$ cat src/rtl/div_unit_if.sv
// Register-file side bundle for the multi-cycle RV32M divider (div_unit).
interface div_unit_if #(
  parameter int unsigned XLEN = 32
);
  logic            start_i;
  logic [1:0]      op_i;
  logic [XLEN-1:0] dividend_i;
  logic [XLEN-1:0] divisor_i;
  logic [4:0]      rd_addr_i;
  logic            flush_i;
  logic            busy_o;
  logic [4:0]      rd_waddr_o;
  logic [XLEN-1:0] rd_wdata_o;
  logic            rd_wr_en_o;

  modport master (
    output start_i, op_i, dividend_i, divisor_i, rd_addr_i, flush_i,
    input  busy_o, rd_waddr_o, rd_wdata_o, rd_wr_en_o
  );

  modport slave (
    input  start_i, op_i, dividend_i, divisor_i, rd_addr_i, flush_i,
    output busy_o, rd_waddr_o, rd_wdata_o, rd_wr_en_o
  );
endinterface

$ cat src/rtl/div_unit.sv
// Radix-2 restoring RV32M divider (DIV/DIVU/REM/REMU), one quotient bit per clock.
// Define DIV_FAST_SPECIAL_EN to retire divide-by-zero and signed overflow straight from IDLE.
module div_unit #(
  parameter int unsigned XLEN  = 32,
  parameter int unsigned CNT_W = 5
) (
  input logic       sys_clk_i,
  input logic       rst_n_i,
  div_unit_if.slave bus
);

  localparam logic [XLEN-1:0]  INT_MIN  = {1'b1, {(XLEN-1){1'b0}}};
  localparam logic [CNT_W-1:0] CNT_LAST = '1;

  // FIX sits between the last iteration and DONE so the write pulse lands E33-E34.
  typedef enum logic [1:0] {S_IDLE, S_CALC, S_FIX, S_DONE} state_t;

  state_t state_q, state_d;

  logic [CNT_W-1:0] cnt_q;
  logic [XLEN-1:0]  rem_q, quo_q, dvs_q, a_q;
  logic [4:0]       rd_q;
  logic             is_rem_q, q_neg_q, r_neg_q, divz_q, ovf_q, fast_q;
  logic [4:0]       waddr_q;
  logic [XLEN-1:0]  wdata_q;
  logic             wr_en_q;
  logic             busy;

  logic            a_neg_in, b_neg_in, divz_in, ovf_in, fast_special, launch;
  logic [XLEN-1:0] a_abs_in, b_abs_in;
  logic [XLEN:0]   sh, diff;
  logic            borrow;
  logic [XLEN-1:0] q_fix, r_fix, result;

  function automatic logic [XLEN-1:0] special_res(input logic is_rem, input logic divz,
                                                  input logic [XLEN-1:0] a);
    if (divz) return is_rem ? a : '1;
    return is_rem ? '0 : INT_MIN;
  endfunction

  assign launch   = bus.start_i & ~bus.flush_i;
  assign a_neg_in = ~bus.op_i[0] & bus.dividend_i[XLEN-1];
  assign b_neg_in = ~bus.op_i[0] & bus.divisor_i[XLEN-1];
  assign a_abs_in = a_neg_in ? -bus.dividend_i : bus.dividend_i;
  assign b_abs_in = b_neg_in ? -bus.divisor_i : bus.divisor_i;
  assign divz_in  = (bus.divisor_i == '0);
  assign ovf_in   = ~bus.op_i[0] & (bus.dividend_i == INT_MIN) & (bus.divisor_i == '1);

`ifdef DIV_FAST_SPECIAL_EN
  assign fast_special = divz_in | ovf_in;
`else
  assign fast_special = 1'b0;
`endif

  // Trial subtraction kept at XLEN+1 bits so the top bit is the borrow.
  assign sh     = {rem_q, quo_q[XLEN-1]};
  assign diff   = sh - {1'b0, dvs_q};
  assign borrow = diff[XLEN];

  assign q_fix  = q_neg_q ? -quo_q : quo_q;
  assign r_fix  = r_neg_q ? -rem_q : rem_q;
  assign result = (divz_q | ovf_q) ? special_res(is_rem_q, divz_q, a_q)
                                   : (is_rem_q ? r_fix : q_fix);

  always_ff @(posedge sys_clk_i or negedge rst_n_i) begin
    if (!rst_n_i) state_q <= S_IDLE;
    else          state_q <= state_d;
  end

  always_comb begin
    state_d = state_q;
    busy    = 1'b1;
    unique case (state_q)
      S_IDLE: begin
        busy = 1'b0;
        if (launch) state_d = fast_special ? S_DONE : S_CALC;
      end
      S_CALC: begin
        if (bus.flush_i)            state_d = S_IDLE;
        else if (cnt_q == CNT_LAST) state_d = S_FIX;
      end
      S_FIX:   state_d = bus.flush_i ? S_IDLE : S_DONE;
      S_DONE:  state_d = S_IDLE;
      default: state_d = S_IDLE;
    endcase
  end

  always_ff @(posedge sys_clk_i or negedge rst_n_i) begin
    if (!rst_n_i) begin
      cnt_q    <= '0;
      rem_q    <= '0;
      quo_q    <= '0;
      dvs_q    <= '0;
      a_q      <= '0;
      rd_q     <= '0;
      is_rem_q <= 1'b0;
      q_neg_q  <= 1'b0;
      r_neg_q  <= 1'b0;
      divz_q   <= 1'b0;
      ovf_q    <= 1'b0;
      fast_q   <= 1'b0;
      waddr_q  <= '0;
      wdata_q  <= '0;
      wr_en_q  <= 1'b0;
    end else begin
      wr_en_q <= 1'b0;
      unique case (state_q)
        S_IDLE: begin
          if (launch) begin
            cnt_q    <= '0;
            rem_q    <= '0;
            quo_q    <= a_abs_in;
            dvs_q    <= b_abs_in;
            a_q      <= bus.dividend_i;
            rd_q     <= bus.rd_addr_i;
            is_rem_q <= bus.op_i[1];
            q_neg_q  <= a_neg_in ^ b_neg_in;
            r_neg_q  <= a_neg_in;
            divz_q   <= divz_in;
            ovf_q    <= ovf_in;
            fast_q   <= fast_special;
          end
        end
        S_CALC: begin
          if (!bus.flush_i) begin
            rem_q <= borrow ? sh[XLEN-1:0] : diff[XLEN-1:0];
            quo_q <= {quo_q[XLEN-2:0], ~borrow};
            cnt_q <= cnt_q + CNT_W'(1);
          end
        end
        S_FIX: begin
          if (!bus.flush_i) begin
            waddr_q <= rd_q;
            wdata_q <= result;
            wr_en_q <= (rd_q != '0);
          end
        end
        S_DONE: begin
          // Fast special-case path registers its result on the way out of DONE.
          fast_q <= 1'b0;
          if (fast_q && !bus.flush_i) begin
            waddr_q <= rd_q;
            wdata_q <= result;
            wr_en_q <= (rd_q != '0);
          end
        end
        default: ;
      endcase
    end
  end

  assign bus.busy_o     = busy;
  assign bus.rd_waddr_o = waddr_q;
  assign bus.rd_wdata_o = wdata_q;
  assign bus.rd_wr_en_o = wr_en_q & ~(bus.flush_i & busy);

endmodule

$ cat src/flat_wrapper.sv
// flat-port wrapper written by rule: the top's interface ports become plain ports
module div_unit_flat 
#(
  parameter int unsigned XLEN  = 32,
  parameter int unsigned CNT_W = 5
)
  (sys_clk_i, rst_n_i, bus_start_i, bus_op_i, bus_dividend_i, bus_divisor_i, bus_rd_addr_i, bus_flush_i, bus_busy_o, bus_rd_waddr_o, bus_rd_wdata_o, bus_rd_wr_en_o);
  div_unit_if #(.XLEN(XLEN)) bus_i ();
  input logic sys_clk_i;
  input logic rst_n_i;
  input wire logic [$bits(bus_i.start_i)-1:0] bus_start_i;
  input wire logic [$bits(bus_i.op_i)-1:0] bus_op_i;
  input wire logic [$bits(bus_i.dividend_i)-1:0] bus_dividend_i;
  input wire logic [$bits(bus_i.divisor_i)-1:0] bus_divisor_i;
  input wire logic [$bits(bus_i.rd_addr_i)-1:0] bus_rd_addr_i;
  input wire logic [$bits(bus_i.flush_i)-1:0] bus_flush_i;
  output wire logic [$bits(bus_i.busy_o)-1:0] bus_busy_o;
  output wire logic [$bits(bus_i.rd_waddr_o)-1:0] bus_rd_waddr_o;
  output wire logic [$bits(bus_i.rd_wdata_o)-1:0] bus_rd_wdata_o;
  output wire logic [$bits(bus_i.rd_wr_en_o)-1:0] bus_rd_wr_en_o;
  assign bus_i.start_i = bus_start_i;
  assign bus_i.op_i = bus_op_i;
  assign bus_i.dividend_i = bus_dividend_i;
  assign bus_i.divisor_i = bus_divisor_i;
  assign bus_i.rd_addr_i = bus_rd_addr_i;
  assign bus_i.flush_i = bus_flush_i;
  assign bus_busy_o = bus_i.busy_o;
  assign bus_rd_waddr_o = bus_i.rd_waddr_o;
  assign bus_rd_wdata_o = bus_i.rd_wdata_o;
  assign bus_rd_wr_en_o = bus_i.rd_wr_en_o;
  div_unit #(.XLEN(XLEN), .CNT_W(CNT_W)) u_core (.sys_clk_i(sys_clk_i), .rst_n_i(rst_n_i), .bus(bus_i));
endmodule
$ cat config.mk
export PLATFORM = sky130hd
export DESIGN_NAME = div_unit_flat
export DESIGN_NICKNAME = d
export VERILOG_FILES = /design/src/rtl/div_unit_if.sv /design/src/rtl/div_unit.sv /design/src/flat_wrapper.sv
export SDC_FILE = /design/constraint.sdc
export NUM_CORES = 1
export LEC_CHECK = 0
export ABC_CLOCK_PERIOD_IN_PS = 3800
export BUFFER_PORTS_ARGS = -buffer_cell sky130_fd_sc_hd__buf_4
export CORE_ASPECT_RATIO = 1.2
export CORE_UTILIZATION = 50
export DETAILED_ROUTE_END_ITERATION = 8
export MAX_ROUTING_LAYER = met4
export PLACE_DENSITY = 0.66
export REMOVE_ABC_BUFFERS = 1
export SLEW_MARGIN = 15
export SYNTH_ARGS = -nofsm -noshare
export SYNTH_HDL_FRONTEND = slang
export SYNTH_SLANG_ARGS = --single-unit
$ cat constraint.sdc
create_clock -name sys_clk_i -period 3.8 [get_ports sys_clk_i]
set_input_delay 0 -clock sys_clk_i [delete_from_list [all_inputs] [get_ports sys_clk_i]]
set_output_delay 0 -clock sys_clk_i [all_outputs]
set_load 0.05 [all_outputs]
==> results of run 1 <==
[critical path: cells and delay by family, from the launching register on]
family / cells / cell delay, ns
muxes: 1 / 0.22
adders and majority gates: 1 / 0.44
buffers and inverters: 2 / 0.37
xor gates and xnor gates: 1 / 0.20
and+or+nand+nor: 1 / 0.20
DFF: 1 / 0.43
AOI/OAI and AO/OA: 6 / 1.43
[cell type report]
cell class | count | area share
multi-input combinational | 1233 | 0.489
inverter | 58 | 0.0145
clock buffer | 21 | 0.0307
tap | 320 | 0.0267
clock inverter | 11 | 0.00825
sequential | 183 | 0.305
timing repair buffer | 222 | 0.127
[flip-flops by register name, indices dropped and copies added, names as in the netlist]
signal and count:
u_core.a_q 32, u_core.bus.rd_wdata_o 32, u_core.dvs_q 32, u_core.quo_q 32, u_core.rem_q 32, u_core.bus.rd_waddr_o 5
u_core.cnt_q 5, u_core.rd_q 5, u_core.state_q 2, u_core.divz_q 1, u_core.is_rem_q 1, u_core.ovf_q 1
u_core.q_neg_q 1, u_core.r_neg_q 1, u_core.wr_en_q 1
[through the flow]
step	setup TNS [ns]	cells	instance area, um^2	hold slack (ns)
3_5_place_dp	0	1935	13600	0.0862
5_1_grt	0	2048	15000	0.198
2_1_floorplan	-200.01	1474	12100	-0.296
6_report	0	2048	15000	0.146
3_3_place_gp	0	1935	13600	0.0840
4_1_cts	0	2048	15000	0.181
[power groups by stage]
stage                     clock network, mW  logic [mW]  registers, mW
after floorplan                           0        3.51           2.84
after global placement                    0        5.25           2.88
after detailed placement                  0        5.30           2.91
after CTS                              1.81        5.39           2.88
after global routing                   1.90        6.05           2.95
final                                  1.80        5.42           2.89
[final timing paths]
| check | slack [ns] | cells after the start | from | end |
|---|---|---|---|---|
| setup / recovery | 0.35 | 12 | u_core.rem_q[0] | u_core.rem_q[7] |
| min in group sys_clk_i | 0.30 | 4 | bus_rd_addr_i[4] | u_core.rd_q[4] |
| hold reg to reg | 0.47 | 2 | u_core.a_q[20] | u_core.a_q[20] |
| max in group asynchronous | 2.57 | 3 | rst_n_i | u_core.quo_q[28] |
| hold / removal | 0.15 | 2 | rst_n_i | u_core.dvs_q[5] |
| setup reg to reg | 0.35 | 12 | u_core.rem_q[0] | u_core.rem_q[7] |
[metal layers]
layer	GRT usage	vias to the layer above
met4	0.0956	0
met1	0.372	5452
met5	-	-
met2	0.499	260
li1	-	5750
met3	0.0344	50
[cell families after synthesis]
logic type                 count (synthesis)
adders and majority gates                 40
xor gates and xnor gates                 135
AOI/OAI and AO/OA                        451
DFF                                      183
muxes                                     33
and+or+nand+nor                          574
buffers and inverters                    141
[cell usage after synthesis, drive strengths merged, types with 9 or more instances]
| master | count |
|---|---|
| nand2 | 314 |
| dfrtp | 183 |
| o21ai | 183 |
| a21oi | 120 |
| nor2 | 110 |
| clkbuf | 75 |
| xnor2 | 70 |
| xor2 | 65 |
| inv | 56 |
| ha | 39 |
| mux2i | 32 |
| o31ai | 21 |
| a21o | 20 |
| nand2b | 19 |
| nor3 | 18 |
| nor4 | 18 |
| nand3 | 17 |
| or3 | 17 |
| o41ai | 16 |
| nand4 | 14 |
| o211ai | 13 |
| nor2b | 12 |
| or4 | 11 |
| a31oi | 10 |
| a211oi | 9 |
[repair_timing]
| item | in CTS | in global routing |
|---|---|---|
| setup endpoints to repair | 0 | 31 |
| hold buffers | 81 | 0 |
| endpoints found under the hold margin | 162 | 0 |
| setup buffers | 0 | 0 |
| gates resized for setup | 0 | 2 |
==> metrics.txt, run 1 <==
Netlist cell types=69; met1 WL=16.2 mm; xor/xnor cell area share of the yosys netlist=0.0953; top post-synthesis cells by area=dfrtp_1 (37%), nand2_1 (9.5%), o21ai_0 (7.3%); Tightest Pin Transition=1.11 ns; Max Slew Vio Count=0; CTS tree=yes; clock power share=0.178; dpl ws=0.133 ns; maximum vdd drop=478 uV; unrepaired setup endpoints after global routing=no; Die Span Y=175 um; post-synthesis mux area share=0.0267; Slew headroom=0.259; post-DP HPWL=25.0 mm; Filler cells=2,129; clock skew=0.00991 ns; die area=25,400 um^2; CP Cell Sequence=inv_1 > fa_1 > nand2b_1 > a21oi_1 > o21ai_1 > a2111oi_2 > o31ai_1 > o21ai_2 > xor2_4 > buf_12 > mux2i_1 > o21ai_0; total power=10.1 mW; vias in the first global route=11,377; 1st-pass router iterations=6; core area=24,100 um^2; max cap viols=0; fmax=290 MHz; Mapped Cells=1,557; main combinational cell family by area after synthesis=compound AO/OA/AOI/OAI gates; crit path capture type=flop; Post-Synth Simple-Gate Area=0.207; number of nets in the layout=1,830; initial antenna violation count=0; ANT nets after route=0; CTS H-Tree Depth=4; mapped cell area=12,400 um^2; biggest area consumer among synthesized cells=dfrtp_1; Die Span X=146 um; Final Setup Violations=0; Switch Pwr=4.47 mW; critical path type=reg2reg; Setup crit start kind=flop; layout cell share with drive strength beyond 1=0.116; most used flip-flop cell after synthesis=dfrtp_1; Multi-input gate area=7340 um^2; Post-synth EDFFs=0; CP required=4.11 ns; WL met2=17.2 mm; asr flop ratio synth=1.00; worst min path class=in2async; FF/Latch Area=4580 um^2; Crit path arrival time=3.76 ns; Antenna diodes=0; most common cell after layout, fill and taps aside=nand2_1; share of the core filled with cells=0.623; Tcrit/Tclk final=0.909; total gr overflow=0; synthesized-area fraction occupied by adder cells=0.0410; Pleak=6.77 nW; top sig layer=met4; largest net degree at the start of global routing=105; final RePlAce weighted congestion=0.868; hold violation count in the final report=0; Synth top area share=0.369; vias per cell=5.62; WL final=35.4 mm; Total GRT Usage=0.297; PD cells=673 nW/um^2; clock latency on the worst-skew pair=0.44 ns; crit-path max FO=30; IO Pins=114; 1st-iter DRT viols=749; Sw Ratio=0.442; FP Rows=62; critical path's slowest cell=a2111oi_2; drt wl/cell=17.3 um; global-route wire length before repair=58.7 mm; Yosys warning count=0; root buf cell=clkbuf_16; Clock Tree Buf Depth=2; Clock Sinks=183; setup ws final=0.346 ns; Vias=11,512; commonest non-fill, non-tap cells in the layout=nand2_1 (314), dfrtp_1 (182), o21ai_0 (179); Pint=5.65 mW; Combinational Power Share=0.536; DRC=0; CP peak stage delay=0.46 ns; Flop pwr share=0.286; CTS buffer count=17; Post-Syn Area per Cell=7.97 um^2; Area Overhead vs Synth=21.1%; complex-gate fraction of the synthesized area=0.218; IO Port Bufs=113; Clock transition at path regs=0.07 ns; register bit total from synthesis=183; met3 wire length=1.22 mm; Seq/Total Area, Yosys=0.369; Starting Density=0.514; status=complete, no violations; minimum clock period=3.45 ns
No activity file was read; power rests on OpenSTA's default activity.
==> run 2, diff against run 1 <==
--- a/config.mk
+++ b/config.mk
@@ -11,7 +11,7 @@
 export CORE_UTILIZATION = 50
 export DETAILED_ROUTE_END_ITERATION = 8
 export MAX_ROUTING_LAYER = met4
-export PLACE_DENSITY = 0.66
+export PLACE_DENSITY = 0.69
 export REMOVE_ABC_BUFFERS = 1
 export SLEW_MARGIN = 15
 export SYNTH_ARGS = -nofsm -noshare
==> metrics.txt, run 2 (same netlist as run 1, synthesis figures left out) <==
Placement Cell Area=13,600 um^2 (about the same); Crit path arrival time=3.79 ns (+0.03 ns); CP Cell Sequence=ha_1 > fa_1 > nand2b_1 > a21oi_1 > o21ai_1 > a2111oi_2 > buf_4 > o31ai_1 > o21ai_2 > xor2_4 > buf_12 > mux2i_1 > o21ai_0; WL final=35.3 mm (-0.16%); number of nets in the layout=1,830 (unchanged); CTS H-Tree Depth=4 (unchanged); Die Span X=146 um (unchanged); Pleak=6.76 nW (about the same); vias per cell=5.75 (+2.3%); minimum clock period=3.49 ns (+0.0331 ns); FP Rows=62 (unchanged); final RePlAce weighted congestion=0.926 (+6.7%); clock latency on the worst-skew pair=0.44 ns (about the same); ANT nets after route=0 (unchanged); first element of the critical path=u_core.dvs_q[0]; Clock Tree Buf Depth=2 (unchanged); reg2reg start=u_core.dvs_q[0]; DRC=0 (unchanged); critical path type=reg2reg; share of the core filled with cells=0.622 (-0.000778); max cap viols=0 (unchanged); Starting Density=0.514 (unchanged); Final Setup Violations=0 (unchanged); die area=25,400 um^2 (unchanged); Clock Sinks=183 (unchanged); Slew headroom=0.301 (+0.0414); Tcrit/Tclk final=0.918 (+0.00870); vias in the first global route=11,442 (+0.57%); commonest non-fill, non-tap cells in the layout=nand2_1 (314), dfrtp_1 (182), o21ai_0 (179); IO Port Bufs=113 (unchanged); global-route wire length before repair=57.9 mm (-1.3%); IO Pins=114 (unchanged); Setup crit start kind=flop; 1st-pass router iterations=5 (-1); total gr overflow=0 (unchanged); CTS tree=yes; Max Slew Vio Count=0 (unchanged); initial antenna violation count=0 (unchanged); Area Overhead vs Synth=21.0%; clock skew=0.00935 ns (-0.000558 ns); crit-path max FO=38 (+27%); Die Span Y=175 um (unchanged); CP delay by family, top=compound AO/OA/AOI/OAI gates; hold violation count in the final report=0 (unchanged); fmax=287 MHz (-0.95%); most common cell after layout, fill and taps aside=nand2_1; dpl ws=0.0757 ns (-0.0572 ns); layout cell share with drive strength beyond 1=0.116 (unchanged); 1st-iter DRT viols=827 (+10%); unrepaired setup endpoints after global routing=no; WP buf/inv=2 (unchanged); Clock transition at path regs=0.07 ns (about the same); status=complete, no violations; crit path capture type=flop; drt wl/cell=17.3 um (-0.16%); Tightest Pin Transition=1.05 ns (-0.0620 ns); Vias=11,781 (+2.3%); worst min path class=in2async; CTS buffer count=17 (unchanged); CP required=4.10 ns (about the same); CP peak stage delay=0.40 ns (-0.06 ns); critical path's slowest cell=dfrtp_1; core area=24,100 um^2 (unchanged); Antenna diodes=0 (unchanged); final instance area=15,000 um^2 (-0.13%); setup ws final=0.313 ns (-0.0331 ns); post-DP HPWL=24.4 mm (-2.4%); maximum vdd drop=417 uV (-13%); root buf cell=clkbuf_16; Total GRT Usage=0.293 (-0.00363); largest net degree at the start of global routing=100 (-4.8%); PD cells=667 nW/um^2 (-0.94%)
==> run 2: changes by cell type in the layout (fill, tap and decap cells not counted), sizes merged <==
| cell | before | now |
|---|---|---|
| bufinv | 2 | 1 |
| clkbuf | 22 | 20 |
| clkinv | 7 | 6 |
| inv | 57 | 61 |
==> run 2: final timing paths <==
check	slack (ns)	endpoint	depth (start not counted)
worst max register to register	0.31	u_core.rem_q[24]	13
worst max-delay path	0.31	u_core.rem_q[24]	13
max in group asynchronous	2.61	u_core.wr_en_q	3
min in group sys_clk_i	0.30	u_core.rd_q[1]	4
worst min-delay path	0.23	u_core.dvs_q[5]	2
worst min register to register	0.47	u_core.a_q[20]	2
==> run 2: layer usage <==
metal  track usage  up-vias  wire length (um)
li1              -     5753                 -
met1         0.357     5617             15300
met2         0.493      351             17300
met3        0.0449       60              1810
met4         0.103        0               883
met5             -        -                 0
==> run 2: final cells by class <==
type                            instances  area (um^2)
Clock buffer                           19          433
Clock inverter                         13          120
Fill cell                            2134         9120
Inverter                               58          218
Multi-Input combinational cell       1233         7340
Sequential cell                       183         4580
Tap cell                              320          400
Timing Repair Buffer                  222         1910
==> run 2: power by group <==
group	switching, mW	internal [mW]	leakage (nW)	total (mW)
clock network	0.811	0.911	0.265	1.72
registers	0.496	2.35	2.32	2.85
logic	3.17	2.27	4.18	5.44
total	4.47	5.53	6.76	10.0
==> run 2: what timing repair did <==
item | 4_1_cts | 5_1_grt
setup buffers | 0 | 1
gates resized for setup | 0 | 2
hold buffers | 81 | 0
endpoints found under the setup margin | 0 | 33
hold endpoints to repair | 181 | 0
==> run 2: through the flow <==
step / hold WS (ns) / instances / total power, mW / setup TNS, ns
after global placement: 0.150 / 1934 / 8.05 / 0
after CTS: 0.247 / 2047 / 9.97 / 0
after global routing: 0.283 / 2048 / 10.8 / 0
final: 0.227 / 2048 / 10.0 / 0
after detailed placement: 0.154 / 1934 / 8.15 / 0
after floorplan: -0.296 / 1474 / 6.35 / -200.01
